<file path="config.mk">
export PLATFORM = sky130hd
export DESIGN_NAME = sram_axi_bridge
export DESIGN_NICKNAME = d
export VERILOG_FILES = /design/src/rtl/sram_axi_bridge.sv
export SDC_FILE = /design/constraint.sdc
export NUM_CORES = 1
export LEC_CHECK = 0
export BUFFER_PORTS_ARGS = -buffer_cell sky130_fd_sc_hd__clkbuf_2
export CAP_MARGIN = 5
export CORE_ASPECT_RATIO = 0.9
export CORE_MARGIN = 4
export CORE_UTILIZATION = 44
export DETAILED_ROUTE_END_ITERATION = 16
export PLACE_DENSITY = 0.91
export SLEW_MARGIN = 20
export SYNTH_ARGS = -nofsm -noshare
export SYNTH_HDL_FRONTEND = slang
export SYNTH_SLANG_ARGS = --single-unit
</file>
<file path="constraint.sdc">
create_clock -name clk -period 2.1 [get_ports clk]
set_clock_uncertainty 0.1 [all_clocks]
set_input_delay 0.21 -clock clk [delete_from_list [all_inputs] [get_ports clk]]
set_output_delay 0.21 -clock clk [all_outputs]
set_load 0.005 [all_outputs]
</file>
<file path="src/rtl/sram_axi_bridge.sv">
// Bridges a single-outstanding SRAM-like CPU port onto AXI read/write channels.
// One transaction at a time; all AXI-side controls are registered.
module sram_axi_bridge #(
    parameter int ADDR_W = 32
) (
    input  logic              clk,
    input  logic              resetn,
    input  logic              req,
    input  logic              wr,
    input  logic [1:0]        size,
    input  logic [ADDR_W-1:0] addr,
    input  logic [31:0]       wdata,
    input  logic [3:0]        wstrb,
    output logic [31:0]       rdata,
    output logic              addr_ok,
    output logic              data_ok,
    output logic [ADDR_W-1:0] araddr,
    output logic [2:0]        arsize,
    output logic              arvalid,
    input  logic              arready,
    input  logic [31:0]       axi_rdata,
    input  logic              rvalid,
    output logic              rready,
    output logic [ADDR_W-1:0] awaddr,
    output logic [2:0]        awsize,
    output logic              awvalid,
    input  logic              awready,
    output logic [31:0]       axi_wdata,
    output logic [3:0]        axi_wstrb,
    output logic              wvalid,
    input  logic              wready,
    input  logic              bvalid,
    output logic              bready
);

    typedef enum logic [2:0] {IDLE, AR, R, W, B} state_t;

    state_t            state;
    logic [ADDR_W-1:0] addr_r;
    logic [1:0]        size_r;
    logic [31:0]       wdata_r;
    logic [3:0]        wstrb_r;
    logic              aw_done_now;
    logic              w_done_now;

    assign addr_ok   = req && (state == IDLE);
    assign araddr    = addr_r;
    assign awaddr    = addr_r;
    assign arsize    = {1'b0, size_r};
    assign awsize    = {1'b0, size_r};
    assign axi_wdata = wdata_r;
    assign axi_wstrb = wstrb_r;

    // A channel counts as finished if it already handshook or handshakes now.
    assign aw_done_now = !awvalid || awready;
    assign w_done_now  = !wvalid || wready;

    always_ff @(posedge clk or negedge resetn) begin
        if (!resetn) begin
            state   <= IDLE;
            addr_r  <= '0;
            size_r  <= '0;
            wdata_r <= '0;
            wstrb_r <= '0;
            rdata   <= '0;
            data_ok <= 1'b0;
            arvalid <= 1'b0;
            rready  <= 1'b0;
            awvalid <= 1'b0;
            wvalid  <= 1'b0;
            bready  <= 1'b0;
        end else begin
            data_ok <= 1'b0;
            case (state)
                IDLE: if (req) begin
                    addr_r  <= addr;
                    size_r  <= (size == 2'b11) ? 2'b10 : size;
                    wdata_r <= wdata;
                    wstrb_r <= wstrb;
                    if (wr) begin
                        state   <= W;
                        awvalid <= 1'b1;
                        wvalid  <= 1'b1;
                    end else begin
                        state   <= AR;
                        arvalid <= 1'b1;
                    end
                end
                AR: if (arready) begin
                    arvalid <= 1'b0;
                    rready  <= 1'b1;
                    state   <= R;
                end
                R: if (rvalid) begin
                    rdata   <= axi_rdata;
                    rready  <= 1'b0;
                    data_ok <= 1'b1;
                    state   <= IDLE;
                end
                W: begin
                    if (awready) awvalid <= 1'b0;
                    if (wready)  wvalid  <= 1'b0;
                    if (aw_done_now && w_done_now) begin
                        bready <= 1'b1;
                        state  <= B;
                    end
                end
                B: if (bvalid) begin
                    bready  <= 1'b0;
                    data_ok <= 1'b1;
                    state   <= IDLE;
                end
                default: state <= IDLE;
            endcase
        end
    end

endmodule

</file>
Word level (Yosys, flattened, before mapping)
Cells that the tools add are included.
{"block": "word_totals", "ff_bits": 111, "in_bits": 111, "output_inout_bits": 145, "word_cells": 72}
{"block": "classes", "eq_ne": 14, "mux": 27, "reduce_logical": 19}
{"op": "2-bit != test (second input constant)", "count": 9}
{"op": "3-bit two-way mux", "count": 5}
{"op": "3-bit one-hot mux with 5 select lines", "count": 1}
{"op": "1-bit two-way mux", "count": 13}
{"op": "1-bit one-hot mux with 2 select lines", "count": 6}
{"op": "4-bit AND reduction", "count": 3}
{"op": "2-bit nonzero test", "count": 4}
{"op": "3-bit by 2-bit equality test with 1-bit output (second input constant)", "count": 2}
{"op": "3-bit AND reduction", "count": 2}
{"op": "5-bit AND reduction", "count": 1}
{"op": "2-bit two-way mux", "count": 2}
{"op": "2-bit AND reduction", "count": 2}
{"op": "3-bit by 1-bit equality test with 1-bit output (second input constant)", "count": 1}
{"op": "3-bit equality test (second input constant)", "count": 1}
{"op": "3-bit zero test", "count": 1}
{"op": "2-bit equality test (second input constant)", "count": 1}
{"op": "1-bit logical AND", "count": 2}
{"op": "1-bit zero test", "count": 2}
{"op": "1-bit logical OR", "count": 2}

Logic depth before layout (Yosys ltp)
{"block": "logic_depth", "depth_word": 5, "ltp_mapped": 8, "ltp_nobuf": 4}

Worst setup path after synthesis
No wires, ideal clock.
{"block": "synth_path", "path_type": "reg2reg", "start": "reg state[2]", "end": "reg addr_r[0], in the netlist araddr[0]", "setup_ns": 0.065, "arrival_time_ns": 1.544, "required_time_ns": 1.935, "setup_slack_ns": 0.391, "path_stages_with_launch": 9, "n_path_buf": 4, "synth_period_minus_slack_ns": 1.709, "path_cell_list": "dfrtp_1 buf_2 or4b_1 buf_2 inv_2 buf_6 buf_6 nand2_1 nand2_1"}
{"block": "synth_via", "elab_chain_cells": 2}
{"item": "start: declaration", "line_no": "38", "text": "state_t state;"}
{"item": "start signal: assignment", "line_no": "60", "text": "state <= IDLE;"}
{"item": "start signal: assignment", "line_no": "81", "text": "state <= W;"}
{"item": "start signal: assignment", "line_no": "85", "text": "state <= AR;"}
{"item": "3-bit zero test", "line_no": "74", "text": "case (state)"}
{"item": "2-bit AND reduction (no line)"}
{"item": "end signal: assignment", "line_no": "76", "text": "addr_r <= addr;"}
{"item": "end: declaration", "line_no": "39", "text": "logic [ADDR_W-1:0] addr_r;"}
Every way passes these cells.
A chain may end at the register's enable or synchronous reset.

Final worst setup path
{"block": "layout_path", "start": "reg state[2]", "end": "out addr_ok"}
{"block": "layout_via", "elab_chain_cells": 2}
{"item": "3-bit zero test", "line_no": "46", "text": "assign addr_ok = req && (state == IDLE);"}
{"item": "1-bit logical AND", "line_no": "46"}
{"item": "end: declaration", "line_no": "15", "text": "output logic addr_ok,"}
Every way passes these cells.

==> qor.yml <==
status:
  status: "finished clean"
floorplanning:
  die_y_microns: 105
  fp.dieW_microns: 115
  die_area_sq_um: 12100
  ioPinCount: 256
  start_util: 0.462
  core-area_sq_um: 9870
  num_rows: 34
logic_synthesis:
  synth_cells: 446
  syn_area_sq_um: 4560
  synth_ff_type: "dfrtp_1"
  synth-edff-count: 0
  async_flop_share: 1.00
  synthDistinctLibCells: 24
  synth_top_cell_by_area: "dfrtp_1"
  synth.top_cells.by_area: "dfrtp_1, nand2_1, mux2_2"
  synth_top_area_frac: 0.610
  yosysWarnings: 0
  synth_area_per_cell_sq_um: 10.2
  ys_seq_elements: 111
  ys_seq_area_frac: 0.610
sta:
  min_period_ns: 2.01
  maxSlewHeadroom: 0.602
  drv_slew: 0
  finalHoldViolCount: 0
  worst_pin_slew_ns: 0.597
  period_share: 0.955
  final.setup.tns_ns: 0
  holdWs_ns: 0.00359
  rsz0062_at_grt: "no"
  max_freq_mhz: 499
  setup_viol: 0
critical_path:
  worstPathArrival_ns: 1.70
  critPathLaunchType: "flip-flop"
  worstReg2RegStart: "state[2]$_DFFE_PN0P_"
  r2r-end: "axi_wdata[11]$_DFFE_PN0P_"
  rrSetupSlack_ns: 0.15
  cp_max_fo: 4
  r2r_cells: 6
  critPathCaptureType: "output pin"
  critPathKind: "flip-flop to output pin"
  cp_data_required_time_ns: 1.79
final_layout:
  register_area_sq_um: 2780
  multi_input_area_sq_um: 1360
  syn_to_final_growth_pct: 52.0
  fillers: 678
  diodes: 0
  drive_gt1_frac: 0.419
  nNetsFinal: 868
route:
  drcViolationCount: 0
  ant_nets: 0
  wirelength_mm: 13.9
  drtPass1Iterations: 5
  via_per_inst: 4.77
  drtIter0Drc: 422
  wl_per_cell_microns: 15.7
  num_vias: 4240
hold_path:
  whs_endpoint: "rdata[26]$_DFFE_PN0P_"
  hold_start: "axi_rdata[26]"
  min_path_type: "input port to flip-flop"
  whs_path_depth: 2
global_route:
  busiest_layer: "met2"
  met2_usage: 0.412
  grt_usage: 0.231
  grt_overflow_total: 0
  grt_pass1_wl_mm: 22.1
  gr-usage-met3: 0.0728
  grt_max_degree: 112
  antenna_found_initial: 0
  first_global_vias: 4435
  gr-usage-met1: 0.244
power:
  swShare: 0.356
  p_int_mw: 6.00
  clock_power_share: 0.182
  net-switching-power_mw: 3.31
  vdd_ir_drop_max_mv: 1.01
  seqPwrFrac: 0.413
  p_leak_nw: 3.83
  combPwrFrac: 0.405
  p_per_area_nw_per_um2: 1350
clock_network:
  cts_tree: "yes"
  numCtsBuffers: 9
  cts_buffer_depth: 2
  htree_levels: 3
  root_buffer: "clkbuf_16"
  clkSinkCount: 111
  clk_pin_slew_worst_paths_ns: 0.07
  clk_latency_ns: 0.34
placement:
  place_congestion: 0.811
  port_buffers: 253
  dp_hpwl_mm: 8.46
flow_run:
  drv_cap: 0
## worst max-delay path: stages (launching register included)
cell      delay, ns
dfrtp_1        0.38
or4b_2         0.74
inv_4          0.11
clkbuf_2       0.13
## timing repair
item / 4_1_cts / 5_1_grt
endpoints found under the setup margin: 1 / 1
hold buffers: 92 / 0
hold endpoints to repair: 202 / 0
buffers inserted: 0 / 3
resized for setup: 1 / 0
pin swaps: 0 / 0
gates cloned: 0 / 0
## stage by stage
stage	utilization	worst slack [ns]	area, sq um	power (mW)	std cells
3_3_place_gp	0.576	0.310	5680	7.24	777
2_1_floorplan	-	0.391	4560	5.91	447
4_1_cts	0.699	0.0278	6900	9.26	885
3_5_place_dp	0.576	0.239	5680	7.42	777
5_1_grt	0.702	0.0324	6930	9.97	888
6_report	0.702	0.0947	6930	9.32	888
## routing by layer
metal,routed length (microns),up-vias
met4,693,0
met3,1210,62
met5,0,-
met1,4840,1972
met2,7170,233
li1,-,1973
## area by class of cell
cell class | count | area share
multi-input cells | 275 | 0.196
flip-flops and latches | 111 | 0.401
inverters | 3 | 0.00199
repair buffers | 357 | 0.335
well taps | 126 | 0.0228
clock buffers | 10 | 0.0345
clock inverters | 6 | 0.00867
## placed cells by master (no fill, tap or decap), drive strengths merged, types with 3 or more instances in the layout
master       Yosys  final
o21ai            4      4
inv              3      3
mux2            32     32
nand2b           3      3
a21oi            4      4
clkinv           0      3
nor2             3      3
dfrtp          111    111
dlygate4sd3      0     92
clkbuf           8    262
nand3b           5      5
nand2          210    210
buf             50     13
## state kept, by name, indices dropped and copies added, names as in the netlist
signal / count
bready: 1
size_r: 2
arvalid: 1
state: 3
rready: 1
awvalid: 1
axi_wstrb: 4
rdata: 32
wvalid: 1
axi_wdata: 32
data_ok: 1
araddr: 32
## worst max-delay path by stage
stage	slack, ns	startpoint	to	cells after the start
6_report	0.09	state[2]$_DFFE_PN0P_	addr_ok	3
5_1_grt	0.03	state[2]$_DFFE_PN0P_	addr_ok	3
4_1_cts	0.03	state[2]$_DFFE_PN0P_	addr_ok	3
3_5_place_dp	0.24	state[2]$_DFFE_PN0P_	axi_wdata[18]$_DFFE_PN0P_	5
3_3_place_gp	0.31	state[2]$_DFFE_PN0P_	axi_wdata[11]$_DFFE_PN0P_	5
2_1_floorplan	0.39	state[2]$_DFFE_PN0P_	araddr[0]$_DFFE_PN0P_	8
## power groups by stage
stage / combinational [mW] / sequential [mW] / clock [mW]
after CTS: 3.72 / 3.82 / 1.72
after global placement: 3.45 / 3.79 / 0
after floorplan: 2.06 / 3.86 / 0
final: 3.77 / 3.85 / 1.70
after global routing: 4.18 / 3.97 / 1.83
after detailed placement: 3.57 / 3.84 / 0
## cells by family (layout without fill, tap and decap cells)
family / Yosys count / after routing / share of synthesized area
buffers and inverters: 61 / 376 / 0.0934
AO/OA/AOI/OAI: 16 / 16 / 0.0225
AND/OR/NAND/NOR: 225 / 225 / 0.195
multiplexers: 32 / 32 / 0.0791
flip-flops: 111 / 111 / 0.610
other: 1 / 2 / 0.000823
## synthesized netlist by cell type, drive strengths merged (2+ instances only)
master    n
nand2   210
dfrtp   111
buf      50
mux2     32
clkbuf    8
nand3b    5
a21oi     4
o21ai     4
inv       3
nand2b    3
nor2      3
a31o      2
a31oi     2
nor2b     2
No activity file was read; power rests on OpenSTA's default activity.
